[config.mk]
export PLATFORM = sky130hd
export DESIGN_NAME = region_plotter
export DESIGN_NICKNAME = d
export VERILOG_FILES = /design/src/rtl/region_plotter.sv
export SDC_FILE = /design/constraint.sdc
export NUM_CORES = 1
export LEC_CHECK = 0
export CAP_MARGIN = 20
export CORE_MARGIN = 4
export CORE_UTILIZATION = 40
export DETAILED_ROUTE_END_ITERATION = 12
export SETUP_SLACK_MARGIN = 0.3
export SYNTH_ARGS = -nofsm -noshare
export SYNTH_HDL_FRONTEND = slang
export SYNTH_SLANG_ARGS = --single-unit
[constraint.sdc]
create_clock -name clk -period 3.36 [get_ports clk]
set_input_delay 0.672 -clock clk [delete_from_list [all_inputs] [get_ports clk]]
set_output_delay 0.672 -clock clk [all_outputs]
set_load 0.02 [all_outputs]
[src/rtl/region_plotter.sv]
// Sweeps a rectangular screen region through a synchronous pixel ROM and emits
// one (x, y, color_draw, plot) draw command per cycle to the frame-buffer writer.
module region_plotter #(
  parameter int          XW     = 8,
  parameter int          YW     = 8,
  parameter int          CW     = 3,
  parameter int          RD_LAT = 1,
  parameter int unsigned KEY    = 0
) (
  input  logic          clk,
  input  logic          reset,
  input  logic          start,
  input  logic [1:0]    mode,
  input  logic [XW-1:0] x0,
  input  logic [YW-1:0] y0,
  input  logic [XW-1:0] w,
  input  logic [YW-1:0] h,
  input  logic [CW-1:0] fill_color,
  output logic [XW-1:0] mem_x,
  output logic [YW-1:0] mem_y,
  input  logic [CW-1:0] mem_dout,
  output logic [XW-1:0] x,
  output logic [YW-1:0] y,
  output logic [CW-1:0] color_draw,
  output logic          plot,
  output logic          busy,
  output logic          done,
  output logic [1:0]    state
);

  localparam logic [1:0] S_IDLE  = 2'd0;
  localparam logic [1:0] S_SWEEP = 2'd1;
  localparam logic [1:0] S_DRAIN = 2'd2;
  localparam logic [1:0] S_DONE  = 2'd3;

  localparam logic [1:0] M_COPY   = 2'd0;
  localparam logic [1:0] M_FILL   = 2'd1;
  localparam logic [1:0] M_KEYED  = 2'd2;
  localparam logic [1:0] M_INVERT = 2'd3;

  logic [1:0]    mode_r;
  logic [XW-1:0] x0_r;
  logic [XW-1:0] w_r;
  logic [YW-1:0] h_r;
  logic [CW-1:0] fill_r;
  logic [XW-1:0] cx;
  logic [YW-1:0] cy;
  logic [2:0]    drain_cnt;
  logic          vld_p0;
  logic [RD_LAT:1] vld_dl;
  logic [XW-1:0] x_dl [1:RD_LAT];
  logic [YW-1:0] y_dl [1:RD_LAT];
  logic          last_col;
  logic          last_row;
  logic          pix_show;

  function automatic logic [CW-1:0] pixel_color(input logic [1:0] m,
                                                input logic [CW-1:0] d,
                                                input logic [CW-1:0] f);
    case (m)
      M_FILL:   return f;
      M_INVERT: return ~d;
      M_COPY:   return d;
      default:  return d;
    endcase
  endfunction

  function automatic logic pixel_visible(input logic [1:0] m, input logic [CW-1:0] d);
    return !((m == M_KEYED) && (d == CW'(KEY)));
  endfunction

  assign last_col = (cx == w_r - XW'(1));
  assign last_row = (cy == h_r - YW'(1));
  assign busy     = (state == S_SWEEP) || (state == S_DRAIN);
  assign done     = (state == S_DONE);

  // Stage p0: sequencer presents one ROM address per cycle in raster order
  always_ff @(posedge clk or posedge reset) begin
    if (reset) begin
      state     <= S_IDLE;
      mem_x     <= '0;
      mem_y     <= '0;
      vld_p0    <= 1'b0;
      cx        <= '0;
      cy        <= '0;
      drain_cnt <= '0;
      mode_r    <= M_COPY;
      x0_r      <= '0;
      w_r       <= '0;
      h_r       <= '0;
      fill_r    <= '0;
    end else begin
      vld_p0 <= 1'b0;
      case (state)
        S_IDLE: begin
          if (start) begin
            mode_r <= mode;
            x0_r   <= x0;
            w_r    <= w;
            h_r    <= h;
            fill_r <= fill_color;
            cx     <= '0;
            cy     <= '0;
            if (w == '0 || h == '0) begin
              state <= S_DONE;
            end else begin
              state  <= S_SWEEP;
              mem_x  <= x0;
              mem_y  <= y0;
              vld_p0 <= 1'b1;
            end
          end
        end
        S_SWEEP: begin
          if (last_col && last_row) begin
            state     <= S_DRAIN;
            drain_cnt <= '0;
          end else if (last_col) begin
            cx     <= '0;
            cy     <= cy + YW'(1);
            mem_x  <= x0_r;
            mem_y  <= mem_y + YW'(1);
            vld_p0 <= 1'b1;
          end else begin
            cx     <= cx + XW'(1);
            mem_x  <= mem_x + XW'(1);
            vld_p0 <= 1'b1;
          end
        end
        S_DRAIN: begin
          if (drain_cnt == 3'(RD_LAT)) state <= S_DONE;
          else drain_cnt <= drain_cnt + 3'd1;
        end
        default: state <= S_IDLE;
      endcase
    end
  end

  // Stages 1..RD_LAT: coordinates ride alongside the ROM read in flight
  always_ff @(posedge clk or posedge reset) begin
    if (reset) begin
      vld_dl <= '0;
      for (int k = 1; k <= RD_LAT; k++) begin
        x_dl[k] <= '0;
        y_dl[k] <= '0;
      end
    end else begin
      vld_dl[1] <= vld_p0;
      x_dl[1]   <= mem_x;
      y_dl[1]   <= mem_y;
      for (int k = 2; k <= RD_LAT; k++) begin
        vld_dl[k] <= vld_dl[k-1];
        x_dl[k]   <= x_dl[k-1];
        y_dl[k]   <= y_dl[k-1];
      end
    end
  end

  assign pix_show = vld_dl[RD_LAT] && pixel_visible(mode_r, mem_dout);

  // Output stage: ROM data for the oldest address arrives here
  always_ff @(posedge clk or posedge reset) begin
    if (reset) begin
      plot       <= 1'b0;
      x          <= '0;
      y          <= '0;
      color_draw <= '0;
    end else begin
      plot <= pix_show;
      if (pix_show) begin
        x          <= x_dl[RD_LAT];
        y          <= y_dl[RD_LAT];
        color_draw <= pixel_color(mode_r, mem_dout, fill_r);
      end
    end
  end

endmodule

---- Word level (Yosys, flattened, before mapping) ----
Index checks and enable logic that the tools add are counted.
storage, ports and cells
  output and inout bits ................... 40
  register bits ........................... 104
cells by class
  equal/unequal tests ..................... 16
  mux-type cells .......................... 30
  bitwise gates (word level) .............. 1
  reduce and logical (&&, ||, !) cells .... 19
  add/sub/neg operators ................... 7
operators with widths
  kind                                                    count
  two-way mux 8 bit                                       13
  one-hot mux 8 bit (2 select lines)                      4
  adder 8 x 1 -> 8 bit (second input constant)            4
  equality test 8 bit                                     2
  logical NOT 8 bit                                       2
  subtractor 8 x 1 -> 8 bit (second input constant)       2
  one-hot mux 3 bit (2 select lines)                      2
  inequality test 2 bit (second input constant)           5
  AND reduction 3 bit                                     3
  equality test 2 bit (second input constant)             4
  two-way mux 2 bit                                       4
  AND reduction 4 bit                                     2
  two-way mux 3 bit                                       2
  one-hot mux 2 bit (3 select lines)                      1
  AND reduction 5 bit                                     1
  equality test 2 x 1 -> 1 bit (second input constant)    2
  inequality test 2 x 1 -> 1 bit (second input constant)  2
  nonzero test 2 bit                                      2
  adder 3 x 1 -> 3 bit (second input constant)            1
  equality test 3 x 1 -> 1 bit (second input constant)    1
  logical AND 1 bit                                       3
  logical NOT 3 bit                                       1
  two-way mux 1 bit                                       3
  NOT 3 bit                                               1
  5 further kinds                                         6

---- Logic depth before layout (Yosys ltp) ----
  depth in word-level cells ............... 5
  mapped depth ............................ 11
  mapped depth without buffers ............ 9

---- Worst setup path after synthesis ----
OpenSTA, ideal clock, no wires.
  kind .................................... register to register
  start point ............................. register state[0]
  end point ............................... register mem_y[5]
  arrival ................................. 2.354 ns
  cell stages (with the launch flop) ...... 10
  data required time ...................... 3.272 ns
  library setup time ...................... 0.088 ns
  buffers on the path ..................... 2
  clock period less this slack ............ 2.442 ns
  path slack .............................. 0.918 ns
  path through ............................ dfrtp_1 -> inv_1 -> ha_1 -> nand2_1 -> or3_1 -> nand2_1 -> clkbuf_1 -> buf_1 -> o22ai_1 -> nor3b_1
on the way
  cells in the longest elaborated chain, start to end .. 3
  elaborated cells on any way between the ends .. 9
  classes of those cells .................. 5 x eq/ne; 1 x mux; 3 x reduce/logical
ends and longest elaborated chain
  element                                                                RTL line  RTL
  from (decl)                                                            28        output logic [1:0] state
  from (signal assigned)                                                 80        state <= S_IDLE;
  from (signal assigned)                                                 105       state <= S_DONE;
  from (signal assigned)                                                 107       state <= S_SWEEP;
  equality test 2 x 1 -> 1 bit or logical NOT 2 bit (tied branches)      94        case (state)
  inequality test 2 bit (no line) or nonzero test 2 bit (tied branches)  -
  AND reduction 5 bit (no line)                                          -
  to (signal assigned)                                                   109       mem_y <= y0;
  to (signal assigned)                                                   122       mem_y <= mem_y + YW'(1);
  to (decl)                                                              20        output logic [YW-1:0] mem_y,
Parallel ways exist; a longest one is shown, timed or not.
A chain may end at the register's enable or synchronous reset.

---- Worst setup path in the final report ----
  start point ............................. register w_r[0]
  end point ............................... register mem_y[7]
on the way
  cells in the longest elaborated chain, start to end .. 5
  elaborated cells on any way between the ends .. 6
  classes of those cells .................. 1 x add/sub; 3 x eq/ne; 2 x reduce/logical
ends and longest elaborated chain
  element                            RTL line  RTL
  from (decl)                        43        logic [XW-1:0] w_r;
  from (signal assigned)             99        w_r <= w;
  subtractor 8 x 1 -> 8 bit (*)      72        assign last_col = (cx == w_r - XW'(1));
  equality test 8 bit (*)            72
  logical AND 1 bit                  115       if (last_col && last_row) begin
  inequality test 2 bit (no line)    -
  AND reduction 5 bit (no line) (*)  -
Mark *: on every way between the ends. The rest lies on a longest branch, timed or not.

==> results.json <==
{
  "status": "complete, no violations",
  "grt_overflow": 0,
  "place_congestion": 0.838,
  "cts.repair.resized": 0,
  "synth_top_family_by_area": "simple AND/OR/NAND/NOR gates",
  "hold_viol": 0,
  "path_max_fanout": 13,
  "synth_seq_cells": 104,
  "detail_route.drc_violations": 0,
  "via_per_inst": 5.46,
  "dieHeight_um": 126,
  "cp.required_ps": 3620,
  "fin_cells": 775,
  "p_int_uw": 2290,
  "use_met1": 0.216,
  "synth_fa_ha_area_frac": 0.0270,
  "arrival_ps": 3080,
  "synthSimpleGateAreaFrac": 0.157,
  "clockBufferDepth": 2,
  "area_growth_pct": 24.4,
  "antenna_found_initial": 0,
  "nets": 649,
  "grt_max_degree": 37,
  "power_density_mw_per_mm2": 446,
  "dp_cells": 758,
  "crit_type": "reg -> reg",
  "grt_pass1_vias": 4221,
  "rsz0062_at_grt": "no",
  "use_met2": 0.268,
  "p_switching_uw": 791,
  "muxShareOfSynthArea": 0.147,
  "yosysWarnings": 0,
  "pre_cts_slack_ps": 367,
  "mostFrequentLayoutCell": "dfrtp_1",
  "synth_ff_type": "dfrtp_1",
  "ant_nets": 0,
  "globalRoute.busiestLayer": "met2",
  "crit_chain": "inv_1 -> ha_1 -> and2b_1 -> a21boi_0 -> o22ai_1 -> a211oi_2 -> o21ai_4 -> or4_1 -> o2111ai_1",
  "synth_edf_count": 0,
  "start_kind": "flip-flop",
  "hold_path_class": "reg -> reg",
  "numPortBuffers": 82,
  "cpLargestDelayFamily": "compound AO/OA/AOI/OAI gates",
  "routed-via-count": 4228,
  "critPathBufInv": 1,
  "first_pass_iters": 4,
  "place_hpwl_mm": 9.21,
  "avgRoutedWirePerCell_um": 16.4,
  "maxSlewHeadroom": 0.438,
  "core_mm2": 0.0135,
  "finalCritPeriodShare": 0.838,
  "p_leak_uw": 0.00302,
  "max_freq_ghz": 0.355,
  "worst_pin_slew_ps": 841,
  "whs_ps": 361,
  "timing.final.ws_setup_ps": 544,
  "ctsHtreeMaxLevel": 3,
  "routed_wl_mm": 12.7,
  "hold_buffers": 0,
  "boundaryPins": 83,
  "power_frac_comb": 0.180,
  "yosysUniqueCellTypes": 69,
  "swShare": 0.257,
  "netlist_area_mm2": 0.00556,
  "initial_core_util": 0.413,
  "num_rows": 42,
  "syn_avg_cell_area_um2": 10.8,
  "synthXorXnorAreaFrac": 0.0378,
  "use_met3": 0.0343,
  "clk_pin_slew_ps": 70,
  "critPathCaptureType": "flip-flop",
  "postCtsSetupBuffers": 0,
  "grt_pass1_wl_mm": 21.2,
  "ys_seq_area_frac": 0.468,
  "tns_ps": 0,
  "pwr-share-seq": 0.473,
  "cts-buffers-inserted": 9,
  "period_needed_ps": 2820,
  "synthArstFlopShare": 1.00,
  "p_clk_frac": 0.347,
  "drive_above_1_share": 0.174,
  "grt_usage": 0.162,
  "finalMaxSlewViolations": 0,
  "drv_cap": 0,
  "finalClockSkew_ps": 10.4,
  "slowest_stage": "or4_1",
  "syn_inst": 513,
  "setup_viol": 0,
  "cts_tree": "yes",
  "syn_nets": 568,
  "cts_sinks": 104,
  "cts_root_buffer": "clkbuf_16",
  "synth_compound_area_frac": 0.125,
  "diodes": 0,
  "clock_latency_ps": 350,
  "cp_slowest_stage_delay_ps": 570,
  "irDropWorstVdd_mv": 0.239,
  "dr.first_iter.drc_count": 281,
  "final_cell_mix": "104 x dfrtp_1, 82 x clkdlybuf4s50_1, 46 x mux2_2",
  "die_w_um": 126,
  "die_area_mm2": 0.0159
}
==> final timing paths <==
check / endpoint / slack [ps] / cells after the start / start
min: vld_dl / 360 / 0 / vld_p0
min reg2reg: vld_dl / 360 / 0 / vld_p0
max in group asynchronous: w_r[1] / 1870 / 3 / reset
max reg2reg: mem_y[7] / 540 / 9 / w_r[0]
min in group asynchronous: x_dl[1] / 840 / 2 / reset
max: mem_y[7] / 540 / 9 / w_r[0]
==> Yosys cell counts (all sizes together) (3+ instances only) <==
cell | instances | area share
a2111oi | 4 | 0.011
a211o | 3 | 0.0047
a211oi | 3 | 0.0049
a21boi | 3 | 0.0041
a21oi | 23 | 0.023
buf | 11 | 0.013
clkbuf | 15 | 0.010
dfrtp | 104 | 0.47
ha | 12 | 0.027
inv | 22 | 0.015
mux2 | 54 | 0.11
mux2i | 18 | 0.033
nand2 | 35 | 0.024
nand2b | 14 | 0.016
nand3 | 21 | 0.019
nand4 | 9 | 0.013
nor2 | 26 | 0.018
nor2b | 3 | 0.0034
nor3 | 16 | 0.016
nor3b | 4 | 0.0054
nor4 | 9 | 0.015
o211a | 3 | 0.0054
o211ai | 4 | 0.0063
o21ai | 19 | 0.019
o21bai | 3 | 0.0041
o22ai | 9 | 0.010
o31ai | 3 | 0.0041
or2 | 3 | 0.0034
or3 | 3 | 0.0034
or4 | 7 | 0.0097
xnor2 | 13 | 0.020
xor2 | 11 | 0.017
==> routing by layer <==
metal  part of all wire  routed length (µm)
met1               0.45                5750
met2               0.48                6150
met3              0.053                 679
met4              0.013                 170
met5                  0                   0
==> cell type report <==
class                   count  area (µm²)
multi-input cells         362        2760
inverters                  22        86.3
clock buffers              11         243
fillers                  1242        6540
clock inverters             5        61.3
well taps                 176         220
flip-flops and latches    104        2600
repair buffers             95         943
==> metrics by stage <==
stage               instance area (µm²)  total power, µW  utilization
floorplan                          5560             1770            -
global placement                   6600             2020        0.491
detailed placement                 6600             2040        0.491
CTS                                6910             3130        0.513
global route                       6920             3220        0.514
finish                             6920             3080        0.514
==> registers in the layout, indices dropped and copies added, names as in the netlist, 8 cells and up <==
signal	cells
cx	8
cy	8
h_r	8
mem_x	8
mem_y	8
w_r	8
x0_r	8
x	8
x_dl	8
y	8
y_dl	8
==> worst register-to-register path: stages (launching register included) <==
cell and delay [ps]:
dfrtp_1 440, inv_1 90, ha_1 240, and2b_1 170
a21boi_0 210, o22ai_1 150, a211oi_2 480, o21ai_4 260
or4_1 570, o2111ai_1 130
==> power groups by stage <==
stage | sequential [µW] | combinational [µW] | clock (µW)
2_1_floorplan | 1550 | 218 | 0
3_3_place_gp | 1480 | 547 | 0
3_5_place_dp | 1480 | 561 | 0
4_1_cts | 1460 | 563 | 1110
5_1_grt | 1480 | 596 | 1150
6_report | 1460 | 555 | 1070
==> logic make-up (layout without fill, tap and decap cells) <==
family,after synthesis,count (layout)
XOR/XNOR,24,24
AND/OR/NAND/NOR,158,158
AO/OA/AOI/OAI,95,96
buffers and inverters,48,133
adder cells (fa/ha/maj),12,12
multiplexers,72,72
flip-flops,104,104
Power figures use the tool's default switching activity.
